--- src/rtl/alu_pair_sequencer.sv ---
// Two-pass 16-bit register-pair sequencer (DAD/INX/DCX) in front of the 8-bit i8080 ALU.
// The low byte goes through first; its carry feeds the high-byte pass through the ALU FC input.

`ifndef FC
`define FC 0
`endif
`ifndef FP
`define FP 2
`endif
`ifndef FA
`define FA 4
`endif
`ifndef FZ
`define FZ 6
`endif
`ifndef FS
`define FS 7
`endif

module alu_pair_sequencer #(
    parameter int unsigned XLEN = 8
) (
    input  logic              clk,
    input  logic              rst,
    input  logic              start,
    input  logic [1:0]        op,
    input  logic [2*XLEN-1:0] pair_a,
    input  logic [2*XLEN-1:0] pair_b,
    input  logic [XLEN-1:0]   flags_in,
    output logic              busy,
    output logic              done,
    output logic [2*XLEN-1:0] result,
    output logic [XLEN-1:0]   flags_out,
    output logic [XLEN-1:0]   alu_op_a,
    output logic [XLEN-1:0]   alu_op_b,
    output logic [4:0]        alu_control,
    output logic [XLEN-1:0]   alu_flags_in,
    input  logic [XLEN-1:0]   alu_out,
    input  logic [XLEN-1:0]   alu_flags_out
);

    localparam int unsigned PW = 2 * XLEN;

    localparam logic [1:0] OpDad = 2'b00;
    localparam logic [1:0] OpInx = 2'b01;
    localparam logic [1:0] OpRsv = 2'b11;

    // Add with carry-in 0 (only FC written) / add with carry-in from FC.
    localparam logic [4:0] CtlAddLo = 5'b11_100;
    localparam logic [4:0] CtlAddHi = 5'b11_001;

    typedef enum logic [1:0] {StIdle, StLo, StHi, StDone} state_e;

    state_e          state_q;
    logic [1:0]      op_q;
    logic [PW-1:0]   pair_a_q;
    logic [PW-1:0]   addend_q;
    logic [XLEN-1:0] flags_q;
    logic            carry_q;

    logic [PW-1:0]   start_addend;
    logic [XLEN-1:0] hi_flags;

    always_comb begin
        unique case (op)
            OpDad:   start_addend = pair_b;
            OpInx:   start_addend = {{(PW-1){1'b0}}, 1'b1};
            default: start_addend = '1;
        endcase
    end

    always_comb begin
        hi_flags        = flags_q;
        hi_flags[`FC]   = carry_q;
    end

    // ALU drive follows the state directly so the ALU sees operands for the whole byte pass.
    always_comb begin
        alu_op_a     = '0;
        alu_op_b     = '0;
        alu_control  = CtlAddLo;
        alu_flags_in = '0;
        unique case (state_q)
            StLo: begin
                alu_op_a     = pair_a_q[XLEN-1:0];
                alu_op_b     = addend_q[XLEN-1:0];
                alu_control  = CtlAddLo;
                alu_flags_in = flags_q;
            end
            StHi: begin
                alu_op_a     = pair_a_q[PW-1:XLEN];
                alu_op_b     = addend_q[PW-1:XLEN];
                alu_control  = CtlAddHi;
                alu_flags_in = hi_flags;
            end
            default: ;
        endcase
    end

    always_ff @(posedge clk) begin
        if (rst) begin
            state_q   <= StIdle;
            op_q      <= OpDad;
            pair_a_q  <= '0;
            addend_q  <= '0;
            flags_q   <= '0;
            carry_q   <= 1'b0;
            busy      <= 1'b0;
            done      <= 1'b0;
            result    <= '0;
            flags_out <= '0;
        end else begin
            unique case (state_q)
                StIdle: begin
                    if (start && op != OpRsv) begin
                        op_q     <= op;
                        pair_a_q <= pair_a;
                        addend_q <= start_addend;
                        flags_q  <= flags_in;
                        busy     <= 1'b1;
                        state_q  <= StLo;
                    end
                end
                StLo: begin
                    result[XLEN-1:0] <= alu_out;
                    carry_q          <= alu_flags_out[`FC];
                    state_q          <= StHi;
                end
                StHi: begin
                    result[PW-1:XLEN] <= alu_out;
                    // INX/DCX leave every flag alone; DAD takes the ALU's FC update.
                    flags_out         <= (op_q == OpDad) ? alu_flags_out : flags_q;
                    busy              <= 1'b0;
                    done              <= 1'b1;
                    state_q           <= StDone;
                end
                StDone: begin
                    done    <= 1'b0;
                    state_q <= StIdle;
                end
                default: state_q <= StIdle;
            endcase
        end
    end

endmodule

--- config.mk ---
export PLATFORM = sky130hd
export DESIGN_NAME = alu_pair_sequencer
export DESIGN_NICKNAME = d
export VERILOG_FILES = /design/src/rtl/alu_pair_sequencer.sv
export SDC_FILE = /design/constraint.sdc
export NUM_CORES = 1
export LEC_CHECK = 0
export ABC_CLOCK_PERIOD_IN_PS = 3300
export CAP_MARGIN = 5
export CORE_MARGIN = 5
export CORE_UTILIZATION = 49
export DETAILED_ROUTE_END_ITERATION = 10
export PLACE_DENSITY = 0.87
export SLEW_MARGIN = 15
export SYNTH_ARGS = -nofsm -noshare
export SYNTH_HDL_FRONTEND = slang
export SYNTH_SLANG_ARGS = --single-unit
--- constraint.sdc ---
create_clock -name clk -period 3.3 [get_ports clk]
set_input_delay 0.99 -clock clk [delete_from_list [all_inputs] [get_ports clk]]
set_output_delay 0.99 -clock clk [all_outputs]
set_load 0.01 [all_outputs]
==> results.ini, run 1 <==
[worst_setup_path]
r2r-start = state_q[0]$_SDFFE_PP0P_
cp.arrival_ns = 2.15
critPathMaxFanout = 9
r2r-end = addend_q[15]$_SDFFE_PP0P_
cp.required_ns = 2.31
cp-end-kind = primary output
criticalPathCategory = flip-flop to primary output
r2r_cells = 5
reg2reg_slack_ns = 1.24
start_kind = flip-flop

[final_layout]
stdcell_count = 570
fin_area_um2 = 4821
drive_above_1_share_pct = 17.72
area_delta_synth_final_pct = 38.90
fillers = 556
final_common_cell = clkdlybuf4s50_1
antenna_cells = 0
final_util_pct = 70.57
nets = 536
layout_common_cells = 111 x clkdlybuf4s50_1, 69 x dfxtp_1, 37 x a21oi_1

[sta]
setup_ws_ns = 0.1628
slew_viol_final = 0
maxSlewHeadroom_pct = 56.04
finalSetupViolations = 0
fin_crit_sh_pct = 95.07
rsz0062_at_grt = no
tns_ns = 0
finalClockSkew_ns = 0.007713
hold_ws_ns = 0.4723
max_freq_ghz = 0.3188
tightest_slew_ns = 0.6594
finalHoldViolations = 0
period_needed_ns = 3.137

[floorplan]
fp.coreArea_um2 = 6832
io_pins = 116
num_rows = 30
die-height_um = 94.16
dieWidth_um = 94.16
initial_core_util_pct = 50.81
die_area_um2 = 8866

[logic_synthesis]
synth_xor_area_share_pct = 0
yosys-top-cells-area = dfxtp_1 41%, a21oi_2 5.6%, a21oi_1 5.3%, mux2i_1 4.9%, a211oi_2 4.3%
async_flop_share_pct = 0
yosys.area_share.simple_pct = 13.41
yosys.area.top_type = dfxtp_1
syn_inst = 376
synth-edff-count = 0
ys_warn_count = 0
synth_seq_cells = 71
yosysSeqAreaShare_pct = 40.95
yosys.area_share.adder_pct = 2.163
synth_top_family_by_area = compound AO/OA/AOI/OAI gates
synthMuxAreaShare_pct = 5.732
synth_compound_area_share_pct = 29.09
syn_area_um2 = 3471
synth-main-ff-cell = dfxtp_1
netlist.area_leader.share_pct = 40.95
syn_avg_cell_area_um2 = 9.231
ys_types = 37

[place]
dp_hpwl_mm = 6.755
place_area_um2 = 4534
gp_congestion = 0.8301
port_buffers = 112
place_ws_ns = 0.3964
dp.cells = 554

[global_routing]
gr-total-overflow = 0
grt_usage_pct = 21.98
antenna_found_initial = 0
grt_max_degree = 49
grt_pass1_vias = 3243
grt_first_pass_wirelength_mm = 15.61

[drt]
drcViolationCount = 0
wl_mm = 9.736
vias = 3194
drtIter0Drc = 201
vias_per_cell = 5.604
drt_pass1_iterations = 5
routedWlPerCell_um = 17.08
ant_nets = 0

[power]
p_total_mw = 3.691
p_leak_nw = 1.630
powerDensity_nw_per_um2 = 765.6
max-vdd-ir-drop_mv = 0.3632

[worst_hold_path]
hp-class = flip-flop to flip-flop
whs_path_depth = 2
hold_end = pair_a_q[8]$_SDFFE_PP0P_
min_from = pair_a_q[8]$_SDFFE_PP0P_

[clocking]
htreeDepth = 3
post_cts_buffers = 0
clk_pin_slew_ns = 0.07
hold_buffers = 0
ctsResizeCount = 0
clock_path_buffers = 2
cts_buffers = 9
cts-root-buf = clkbuf_8
insertion_delay_ns = 0.34
cts_tree = yes
clock_sinks = 71

[job]
drv_cap = 0

[run_status]
status = complete, no violations

==> critical path, stage by stage (launching register included) <==
cell             delay [ns]
dfxtp_2                0.37
inv_1                  0.12
ha_1                   0.25
buf_4                  0.18
o21a_2                 0.25
and2_1                 0.17
clkdlybuf4s50_1        0.48
==> synth_stat cells (2+ instances only) <==
cell type	count
a211oi_1	4
nor3_1	2
and2_1	7
o21ai_1	19
a311oi_1	8
nor2b_1	18
a21oi_1	37
dfxtp_1	71
buf_4	8
nand3_1	26
buf_8	2
nor2_1	27
buf_1	4
o21ai_0	8
buf_2	8
buf_6	5
inv_1	3
nand3_2	2
o21ai_2	8
mux2i_1	17
a21oi_2	22
a22oi_1	17
inv_2	2
a211oi_2	12
clkbuf_1	14
nand2_1	8
ha_1	6
conb_1	2
==> power by group <==
part,total [mW],switching [mW],internal [mW]
clock network,0.911,0.330,0.581
logic,1.59,0.874,0.719
registers,1.19,0.130,1.06
==> worst max-delay path by stage <==
stage / start / to / slack, ns / cells past startpoint
final: state_q[0]$_SDFFE_PP0P_ / alu_flags_in[4] / 0.16 / 6
after detailed placement: state_q[1]$_SDFFE_PP0P_ / alu_flags_in[4] / 0.40 / 5
after CTS: state_q[1]$_SDFFE_PP0P_ / alu_flags_in[4] / 0.01 / 5
after floorplan: state_q[0]$_SDFFE_PP0P_ / alu_op_a[0] / 0.87 / 6
after global routing: state_q[1]$_SDFFE_PP0P_ / alu_op_a[0] / 0.05 / 6
after global placement: state_q[1]$_SDFFE_PP0P_ / alu_flags_in[2] / 0.50 / 5
==> metal layers <==
| metal | global-route usage, % | up-vias | routed length [µm] |
|---|---|---|---|
| li1 | - | 1521 | - |
| met1 | 27.21 | 1518 | 3967 |
| met2 | 37.23 | 135 | 5012 |
| met3 | 3.446 | 20 | 557 |
| met4 | 10.11 | 0 | 198 |
| met5 | 0 | - | 0 |
==> flip-flops by register name (all words and copies together) (netlist names) <==
signal,cells
addend_q,16
pair_a_q,16
result,16
flags_out,8
flags_q,8
op_q,2
state_q,2
busy,1
carry_q,1
done,1
==> logic make-up after synthesis <==
family,Yosys count
AO/OA/AOI/OAI,139
adder cells (fa/ha/maj),6
buffers and inverters,47
flip-flops,71
multiplexers,19
other,2
AND/OR/NAND/NOR,92
==> area by class of cell <==
type	count	area (µm²)	area share (%)
clock buffers	9	123.9	2.569
repair buffers	123	1215	25.20
inverters	5	18.77	0.3893
clock inverters	7	145.1	3.011
flip-flops and latches	71	1424	29.54
well taps	96	120.1	2.492
multi-input cells	259	1774	36.80
Power figures use the tool's default switching activity.
==> inputs of run 2 (changes only) <==
--- a/config.mk
+++ b/config.mk
@@ -8,9 +8,11 @@
 export ABC_CLOCK_PERIOD_IN_PS = 3300
 export CAP_MARGIN = 5
 export CORE_MARGIN = 5
-export CORE_UTILIZATION = 49
+export CORE_UTILIZATION = 50
+export CTS_BUF_LIST = sky130_fd_sc_hd__clkbuf_8
 export DETAILED_ROUTE_END_ITERATION = 10
-export PLACE_DENSITY = 0.87
+export GPL_ROUTABILITY_DRIVEN = 0
+export PLACE_DENSITY = 0.88
 export SLEW_MARGIN = 15
 export SYNTH_ARGS = -nofsm -noshare
 export SYNTH_HDL_FRONTEND = slang
==> results.ini, run 2 (same netlist as run 1, synthesis figures left out) <==
[worst_hold_path]
whs_path_depth = 2  ; unchanged
hp-class = flip-flop to flip-flop

[drt]
vias_per_cell = 5.775  ; +3.1%
drt_pass1_iterations = 4  ; -1
routedWlPerCell_um = 17.71  ; +3.7%
drtIter0Drc = 181  ; -10%
wl_mm = 9.848  ; +1.2%
vias = 3211  ; +0.53%
ant_nets = 0  ; unchanged
drcViolationCount = 0  ; unchanged

[worst_setup_path]
r2r_cells = 5  ; unchanged
cp.required_ns = 2.31  ; about the same
cp-end-kind = primary output
reg2reg_slack_ns = 1.26  ; +0.02 ns
cp.arrival_ns = 2.20  ; +0.05 ns
criticalPathCategory = flip-flop to primary output
r2r-start = state_q[0]$_SDFFE_PP0P_
r2r-end = addend_q[0]$_SDFFE_PP0P_
crit_slowest_cell = clkdlybuf4s50_1
start_kind = flip-flop
critical-path-max-stage-delay_ns = 0.56  ; +0.08 ns
startpoint = state_q[0]$_SDFFE_PP0P_
crit_chain = inv_1 -> ha_1 -> buf_4 -> a22oi_1 -> nor2b_1 -> clkdlybuf4s50_1
critPathMaxFanout = 18  ; +9
endpoint = alu_op_a[6]

[sta]
tightest_slew_ns = 0.7171  ; +0.05769 ns
max_freq_ghz = 0.3139  ; -1.5%
rsz0062_at_grt = no
slew_viol_final = 0  ; unchanged
finalSetupViolations = 0  ; unchanged
finalClockSkew_ns = 0.008598  ; +0.0008848 ns
period_needed_ns = 3.186  ; +0.04869 ns
hold_ws_ns = 0.4683  ; -0.003934 ns
finalHoldViolations = 0  ; unchanged
maxSlewHeadroom_pct = 52.20  ; -3.8 points
setup_ws_ns = 0.1142  ; -0.04869 ns
tns_ns = 0  ; unchanged
fin_crit_sh_pct = 96.54  ; +1.5 points

[final_layout]
nets = 538  ; +0.37%
area_delta_synth_final_pct = 36.48
final_util_pct = 70.11  ; -0.46 points
drive_above_1_share_pct = 17.65  ; -0.074 points
final_common_cell = clkdlybuf4s50_1
layout_common_cells = 111 x clkdlybuf4s50_1, 71 x dfxtp_1, 37 x a21oi_1
antenna_cells = 0  ; unchanged
stdcell_count = 556  ; -2.5%
top_regs = addend_q x16, pair_a_q x16, result x16

[clocking]
clk_pin_slew_ns = 0.08  ; about the same
clock_path_buffers = 2  ; unchanged
cts_tree = yes
htreeDepth = 3  ; unchanged
post_cts_buffers = 0  ; unchanged
clock_sinks = 71  ; unchanged
ctsResizeCount = 0  ; unchanged
cts_buffers = 9  ; unchanged
hold_buffers = 0  ; unchanged
cts-root-buf = clkbuf_8
insertion_delay_ns = 0.35  ; about the same

[global_routing]
gr-total-overflow = 0  ; unchanged
grt_first_pass_wirelength_mm = 15.52  ; -0.61%
antenna_found_initial = 0  ; unchanged
grt_max_degree = 41  ; -16%
grt_pass1_vias = 3076  ; -5.1%
grt_usage_pct = 22.47  ; +0.49 points

[floorplan]
io_pins = 116  ; unchanged
die-height_um = 93.32  ; -0.90%
dieWidth_um = 93.32  ; -0.90%
num_rows = 30  ; unchanged
initial_core_util_pct = 51.37  ; +0.56 points
die_area_um2 = 8708  ; -1.8%
fp.coreArea_um2 = 6756  ; -1.1%

[power]
powerDensity_nw_per_um2 = 739.1  ; -3.5%
p_leak_nw = 1.604  ; -1.6%
max-vdd-ir-drop_mv = 0.4479  ; +23%

[place]
port_buffers = 112  ; unchanged
dp.cells = 540  ; -2.5%
place_ws_ns = 0.4007  ; +0.004327 ns
dp_hpwl_mm = 6.895  ; +2.1%

[run_status]
status = complete, no violations

[job]
drv_cap = 0  ; unchanged

==> run 2: changes by cell type in the layout (fill, tap and decap cells not counted), sizes merged <==
cell	change
bufinv	-3
clkinvlp	+1
clkbuf	+1
buf	+2
inv	+2
clkinv	-1
==> run 2: routing by layer <==
metal / wire [µm] / track usage (%) / part of all wire [%]
met2: 5248 / 39.85 / 53
met3: 474 / 3.540 / 4.8
met1: 3966 / 26.77 / 40
met5: 0 / 0 / 0
met4: 159 / 9.402 / 1.6
==> run 2: final cells by class <==
class,count,area (µm²)
Fill cell,519,2019
Clock buffer,10,137.6
Inverter,5,18.77
Multi-Input combinational cell,259,1774
Clock inverter,6,67.56
Timing Repair Buffer,125,1217
Sequential cell,71,1421
Tap cell,80,100.1
==> run 2: worst min path at each step <==
| stage | from | endpoint |
|---|---|---|
| 2_1_floorplan | pair_a_q[10]$_SDFFE_PP0P_ | pair_a_q[10]$_SDFFE_PP0P_ |
| 3_3_place_gp | pair_a_q[12]$_SDFFE_PP0P_ | pair_a_q[12]$_SDFFE_PP0P_ |
| 3_5_place_dp | pair_a_q[8]$_SDFFE_PP0P_ | pair_a_q[8]$_SDFFE_PP0P_ |
| 5_1_grt | pair_a_q[14]$_SDFFE_PP0P_ | pair_a_q[14]$_SDFFE_PP0P_ |
| 4_1_cts | pair_a_q[8]$_SDFFE_PP0P_ | pair_a_q[8]$_SDFFE_PP0P_ |
| 6_report | pair_a_q[14]$_SDFFE_PP0P_ | pair_a_q[14]$_SDFFE_PP0P_ |
==> run 2: metrics by stage <==
step                total power [mW]  cell area [µm²]
global placement               2.700             4517
CTS                            3.472             4722
global route                   3.696             4737
finish                         3.501             4737
detailed placement             2.757             4517
floorplan                      2.242             3475
==> run 2: report_power, final <==
part	switching [mW]	total, mW	internal, mW
clock	0.348	0.722	0.374
combinational	0.874	1.59	0.719
sequential	0.132	1.19	1.05
==> run 2: critical path, delay by kind of cell, from the launching register on <==
family,cells,cell delay (ns)
DFF,1,0.35
AOI/OAI and AO/OA,1,0.11
and+or+nand+nor,1,0.16
buffers and inverters,3,0.99
adders and majority gates,1,0.24
